$ cat src/rtl/booth32_if.sv
// Operand/result bundle for booth32: request strobe, operands, product and status.
// Latency: none, this is wires only.
// Backpressure: none; the requester watches busy/done and re-presents start when idle.
// Signals: start, a[31:0], b[31:0] (requester -> multiplier);
//          data_out[63:0], busy, done (multiplier -> requester).
interface booth32_if;
    logic        start;
    logic [31:0] a;
    logic [31:0] b;
    logic [63:0] data_out;
    logic        busy;
    logic        done;

    modport master (
        output start, a, b,
        input  data_out, busy, done
    );

    modport slave (
        input  start, a, b,
        output data_out, busy, done
    );
endinterface

$ cat src/rtl/booth32.sv
// Sequential 32x32 signed multiplier using radix-4 Booth recoding, 64-bit registered product.
// Latency: start accepted at edge N -> done pulse with valid data_out in the cycle after edge N+17.
// Backpressure: start is ignored while busy or in DONE; no queueing, requester must retry.
// Ports: clk (rising-edge clock), clr (async active-low clear),
//        bus (booth32_if.slave: start/a/b in, data_out/busy/done out).
module booth32 (
    input  logic      clk,
    input  logic      clr,
    booth32_if.slave  bus
);

    typedef enum logic [1:0] {
        IDLE = 2'd0,
        CALC = 2'd1,
        DONE = 2'd2
    } state_t;

    state_t      state_q, state_d;
    logic [31:0] a_q, a_d;
    // Multiplier with an implicit b[-1]=0 appended; shifted right two bits per
    // iteration so the current Booth triplet is always b_q[2:0].
    logic [32:0] b_q, b_d;
    logic [63:0] acc_q, acc_d;
    logic [63:0] dout_q, dout_d;
    // 0..15 select the iteration; 16 is the final cycle that publishes the product.
    logic [4:0]  cnt_q, cnt_d;

    logic [33:0] a_ext;
    logic [33:0] pp;
    logic [63:0] term;

    // Partial product for the current triplet. 34 bits so that -2 * (-2^31)
    // = 2^32 is still representable as a positive signed value.
    always_comb begin
        a_ext = {{2{a_q[31]}}, a_q};
        case (b_q[2:0])
            3'b001, 3'b010: pp = a_ext;
            3'b011:         pp = a_ext << 1;
            3'b100:         pp = -(a_ext << 1);
            3'b101, 3'b110: pp = -a_ext;
            default:        pp = '0;
        endcase
        // Sign-extend to product width and weight by 4^i.
        term = {{30{pp[33]}}, pp} << {cnt_q[3:0], 1'b0};
    end

    always_comb begin
        state_d  = state_q;
        a_d      = a_q;
        b_d      = b_q;
        acc_d    = acc_q;
        cnt_d    = cnt_q;
        dout_d   = dout_q;
        bus.busy = 1'b0;
        bus.done = 1'b0;

        case (state_q)
            IDLE: begin
                if (bus.start) begin
                    a_d     = bus.a;
                    b_d     = {bus.b, 1'b0};
                    acc_d   = '0;
                    cnt_d   = '0;
                    state_d = CALC;
                end
            end
            CALC: begin
                bus.busy = 1'b1;
                if (cnt_q == 5'd16) begin
                    // All 16 digits accumulated; data_out changes only here so
                    // intermediate sums never become visible.
                    dout_d  = acc_q;
                    state_d = DONE;
                end else begin
                    acc_d = acc_q + term;
                    b_d   = b_q >> 2;
                    cnt_d = cnt_q + 5'd1;
                end
            end
            DONE: begin
                bus.done = 1'b1;
                state_d  = IDLE;
            end
            default: begin
                state_d = IDLE;
            end
        endcase
    end

    always_ff @(posedge clk or negedge clr) begin
        if (!clr) begin
            state_q <= IDLE;
            a_q     <= '0;
            b_q     <= '0;
            acc_q   <= '0;
            cnt_q   <= '0;
            dout_q  <= '0;
        end else begin
            state_q <= state_d;
            a_q     <= a_d;
            b_q     <= b_d;
            acc_q   <= acc_d;
            cnt_q   <= cnt_d;
            dout_q  <= dout_d;
        end
    end

    assign bus.data_out = dout_q;

endmodule

$ cat src/flat_wrapper.sv
// flat-port wrapper written by rule: the top's interface ports become plain ports
module booth32_flat 
  (clk, clr, bus_start, bus_a, bus_b, bus_data_out, bus_busy, bus_done);
  booth32_if bus_i ();
  input  logic clk;
  input  logic clr;
  input wire logic [$bits(bus_i.start)-1:0] bus_start;
  input wire logic [$bits(bus_i.a)-1:0] bus_a;
  input wire logic [$bits(bus_i.b)-1:0] bus_b;
  output wire logic [$bits(bus_i.data_out)-1:0] bus_data_out;
  output wire logic [$bits(bus_i.busy)-1:0] bus_busy;
  output wire logic [$bits(bus_i.done)-1:0] bus_done;
  assign bus_i.start = bus_start;
  assign bus_i.a = bus_a;
  assign bus_i.b = bus_b;
  assign bus_data_out = bus_i.data_out;
  assign bus_busy = bus_i.busy;
  assign bus_done = bus_i.done;
  booth32 u_core (.clk(clk), .clr(clr), .bus(bus_i));
endmodule
$ cat config.mk
export PLATFORM = sky130hd
export DESIGN_NAME = booth32_flat
export DESIGN_NICKNAME = d
export VERILOG_FILES = /design/src/rtl/booth32_if.sv /design/src/rtl/booth32.sv /design/src/flat_wrapper.sv
export SDC_FILE = /design/constraint.sdc
export NUM_CORES = 1
export LEC_CHECK = 0
export BUFFER_PORTS_ARGS = -buffer_cell sky130_fd_sc_hd__buf_2
export CAP_MARGIN = 0
export CORE_AREA = 2 2 227 229
export CTS_CLUSTER_DIAMETER = 60
export DETAILED_ROUTE_END_ITERATION = 7
export DIE_AREA = 0 0 229 231
export SLEW_MARGIN = 20
export SYNTH_ARGS = -nofsm -noshare
export SYNTH_HDL_FRONTEND = slang
export SYNTH_SLANG_ARGS = --single-unit
$ cat constraint.sdc
create_clock -name clk -period 6.45 [get_ports clk]
set_input_delay 0.3225 -clock clk [delete_from_list [all_inputs] [get_ports clk]]
set_output_delay 0.3225 -clock clk [all_outputs]
set_load 0.02 [all_outputs]
==> results.json <==
{
  "status": "completed",
  "final-max-slew-violation-count": 0,
  "post-cts-setup-buffer-count": 0,
  "antenna_found_initial": 1,
  "hpwlAfterDp_um": 38600,
  "final_cell_count_no_fill": 2759,
  "average_wire_per_cell_in_the_routed_design_um": 18.76,
  "fmax_achieved_ghz": 0.1616,
  "chipWidth_um": 229,
  "critical_path_required_ns": 6.82,
  "slew_headroom_pct": 24.43,
  "clkLatencyLatePin_ns": 0.48,
  "type_of_the_most_critical_hold_path": "in -> reg",
  "netlist_area_um2": 15540,
  "synth-edff-count": 0,
  "critPathArrivalTime_ns": 6.55,
  "ant_nets": 0,
  "number_of_hold_violations_in_the_final_report": 0,
  "htreeDepth": 4,
  "number_of_instances_in_the_synthesized_netlist": 2008,
  "wl_um": 51770,
  "area_delta_synth_final_pct": 13.85,
  "reg2reg_setup_slack_ns": 0.26,
  "finalNetCount": 2212,
  "syn-num-nets": 2154,
  "period_minus_slack_ns": 6.187,
  "worstSetupEndpointType": "register",
  "most_frequently_used_flop_master_after_synthesis": "sky130_fd_sc_hd__dfrtp_1",
  "floorplan.core_area_um2": 50680,
  "via_count_of_the_first_global_routing_pass": 14669,
  "tritoncts.num_buffers": 17,
  "wire_length_of_the_first_global_routing_pass_um": 83160,
  "vias_per_cell": 5.547,
  "totalNegativeSetupSlack_ns": 0,
  "max_cap_violations": 0,
  "initial_core_utilization_pct": 30.67,
  "layout-drive-gt1-share_pct": 14.09,
  "tritoncts": "yes",
  "clock-sinks": 200,
  "dp.cells": 2726,
  "io-pin-count": 133,
  "period_share_pct": 95.92,
  "crit_path_start_kind": "register",
  "distinct_cell_type_count_of_the_synthesized_netlist": 82,
  "rsz0062_at_grt": "true",
  "residual_drc_count": 0,
  "layout_commonest_cell": "sky130_fd_sc_hd__nand2_1",
  "path_clk_slew_ns": 0.08,
  "antenna_cells_inserted": 0,
  "globalRoute.totalOverflow": 0,
  "fp-row-count": 83,
  "crit_path_max_fo": 21,
  "placedInstanceArea_um2": 16960,
  "worst-slew-pin-transition_ns": 1.129,
  "n_fill_cell": 5437,
  "finalSetupViolations": 0,
  "gr-usage-all-layers_pct": 19.44,
  "drtIter0Drc": 1553,
  "io_buffers": 132,
  "fin_worst_skew_ns": 0.01006,
  "count_of_vias_placed_by_the_detailed_router": 15305,
  "total_of_flip_flops_plus_latches_after_synthesis": 200,
  "pre_cts_slack_ns": -0.01853,
  "worst-setup-path-type": "reg -> reg",
  "post-route-cell-area_um2": 17700,
  "synth-seq-area-share_pct": 32.20,
  "ctsLongestPathBuffers": 2,
  "global_placer_s_final_weighted_congestion": 0.9770,
  "slack_of_the_critical_path_ns": 0.2633,
  "clock-root-buffer": "sky130_fd_sc_hd__clkbuf_16",
  "die_footprint_um2": 52900,
  "synth_async_sr_flop_share_pct": 100.0,
  "synthesis.area_per_instance_um2": 7.740,
  "drt-pass1-iter-count": 5,
  "grt_max_degree": 111,
  "synth_warnings": 0,
  "layout.cells.most_common_list": "sky130_fd_sc_hd__nand2_1, sky130_fd_sc_hd__dfrtp_1, sky130_fd_sc_hd__o21ai_0",
  "die_height_um": 231
}
metal layers:
| metal | global-route usage (%) | vias to the layer above | share of wire (%) |
|---|---|---|---|
| met2 | 31.03 | 497 | 46 |
| li1 | - | 7328 | - |
| met5 | 0 | - | 0.025 |
| met4 | 6.392 | 2 | 2.5 |
| met1 | 26.75 | 7397 | 47 |
| met3 | 3.137 | 81 | 4.8 |
metrics by stage:
stage | util [%] | hold slack (ns)
floorplan | - | 0.02691
global placement | 33.46 | 0.4560
detailed placement | 33.46 | 0.4585
CTS | 34.72 | 0.004502
global route | 34.92 | 0.02510
finish | 34.92 | 0.03020
state kept, by name, summed over array words and instances (netlist names):
signal	cells
u_core.state_q	2
u_core.b_q	33
u_core.bus.data_out	64
u_core.cnt_q	5
u_core.a_q	32
u_core.acc_q	64
cell usage after synthesis (32+ instances only):
| cell type | number | area share (%) |
|---|---|---|
| sky130_fd_sc_hd__nand2_1 | 478 | 12 |
| sky130_fd_sc_hd__dfrtp_1 | 200 | 32 |
| sky130_fd_sc_hd__o21ai_0 | 171 | 5.5 |
| sky130_fd_sc_hd__clkbuf_1 | 124 | 3.0 |
| sky130_fd_sc_hd__nor2_1 | 113 | 2.7 |
| sky130_fd_sc_hd__a21oi_1 | 95 | 3.1 |
| sky130_fd_sc_hd__ha_1 | 78 | 6.3 |
| sky130_fd_sc_hd__nand3_1 | 73 | 2.4 |
| sky130_fd_sc_hd__mux2i_1 | 50 | 3.2 |
| sky130_fd_sc_hd__a22oi_1 | 40 | 1.9 |
| sky130_fd_sc_hd__a21o_1 | 39 | 1.9 |
| sky130_fd_sc_hd__xor2_1 | 38 | 2.1 |
| sky130_fd_sc_hd__xnor2_1 | 35 | 2.0 |
| sky130_fd_sc_hd__nor3_1 | 32 | 1.0 |
final timing paths:
path                                                     start                                   to  cells after the start
setup / recovery                     u_core.a_q[0]$_DFFE_PN0P_         u_core.acc_q[50]$_DFFE_PN0P_                     22
hold / removal                                       bus_a[27]           u_core.a_q[27]$_DFFE_PN0P_                      3
setup reg to reg                     u_core.a_q[0]$_DFFE_PN0P_         u_core.acc_q[50]$_DFFE_PN0P_                     22
hold reg to reg            u_core.bus.data_out[23]$_DFFE_PN0P_  u_core.bus.data_out[23]$_DFFE_PN0P_                      2
max in group asynchronous                                  clr         u_core.acc_q[51]$_DFFE_PN0P_                      3
min in group asynchronous                                  clr   u_core.bus.data_out[8]$_DFFE_PN0P_                      2
cell families after synthesis:
kind of cell,after synthesis,synth area share [%]
adders and majority gates,79,6.408
DFF,200,32.20
buffers and inverters,175,4.355
xor gates and xnor gates,73,4.114
muxes,69,4.830
and+or+nand+nor,844,24.15
AOI/OAI and AO/OA,568,23.94
critical path, stage by stage (launching register included):
cell and delay, ns:
sky130_fd_sc_hd__dfrtp_1 0.43, sky130_fd_sc_hd__inv_1 0.15, sky130_fd_sc_hd__ha_2 0.24, sky130_fd_sc_hd__or3b_4 0.44, sky130_fd_sc_hd__or4_1 0.48, sky130_fd_sc_hd__buf_4 0.23, sky130_fd_sc_hd__or4_1 0.43, sky130_fd_sc_hd__nor3b_1 0.15
sky130_fd_sc_hd__a221o_1 0.37, sky130_fd_sc_hd__mux2i_2 0.25, sky130_fd_sc_hd__nand2_1 0.10, sky130_fd_sc_hd__a31oi_2 0.25, sky130_fd_sc_hd__mux2i_1 0.14, sky130_fd_sc_hd__ha_1 0.41, sky130_fd_sc_hd__or2_2 0.33, sky130_fd_sc_hd__a31oi_1 0.18
sky130_fd_sc_hd__a21oi_1 0.08, sky130_fd_sc_hd__a41oi_1 0.31, sky130_fd_sc_hd__o21a_1 0.24, sky130_fd_sc_hd__a211oi_1 0.10, sky130_fd_sc_hd__o21a_1 0.19, sky130_fd_sc_hd__or3_1 0.30, sky130_fd_sc_hd__a32o_1 0.25
layout make-up:
type,count,area [µm²],share of cell area [%]
timing repair buffer,188,1117,6.314
multi-input combinational,1633,10000,56.54
sequential,200,5005,28.28
clock inverter,14,181.4,1.025
clock buffer,18,439.2,2.482
tap,680,850.8,4.808
inverter,26,97.59,0.5515
timing repair:
| item | 4_1_cts | 5_1_grt |
|---|---|---|
| hold buffers | 1 | 0 |
| pin swaps | 0 | 1 |
| resized for setup | 2 | 25 |
| hold endpoints to repair | 90 | 0 |
| endpoints found under the setup margin | 1 | 21 |
Power is left out: the tool's default activity adds up to more than one toggle a clock period on the data nets, which glitch-free logic cannot reach.
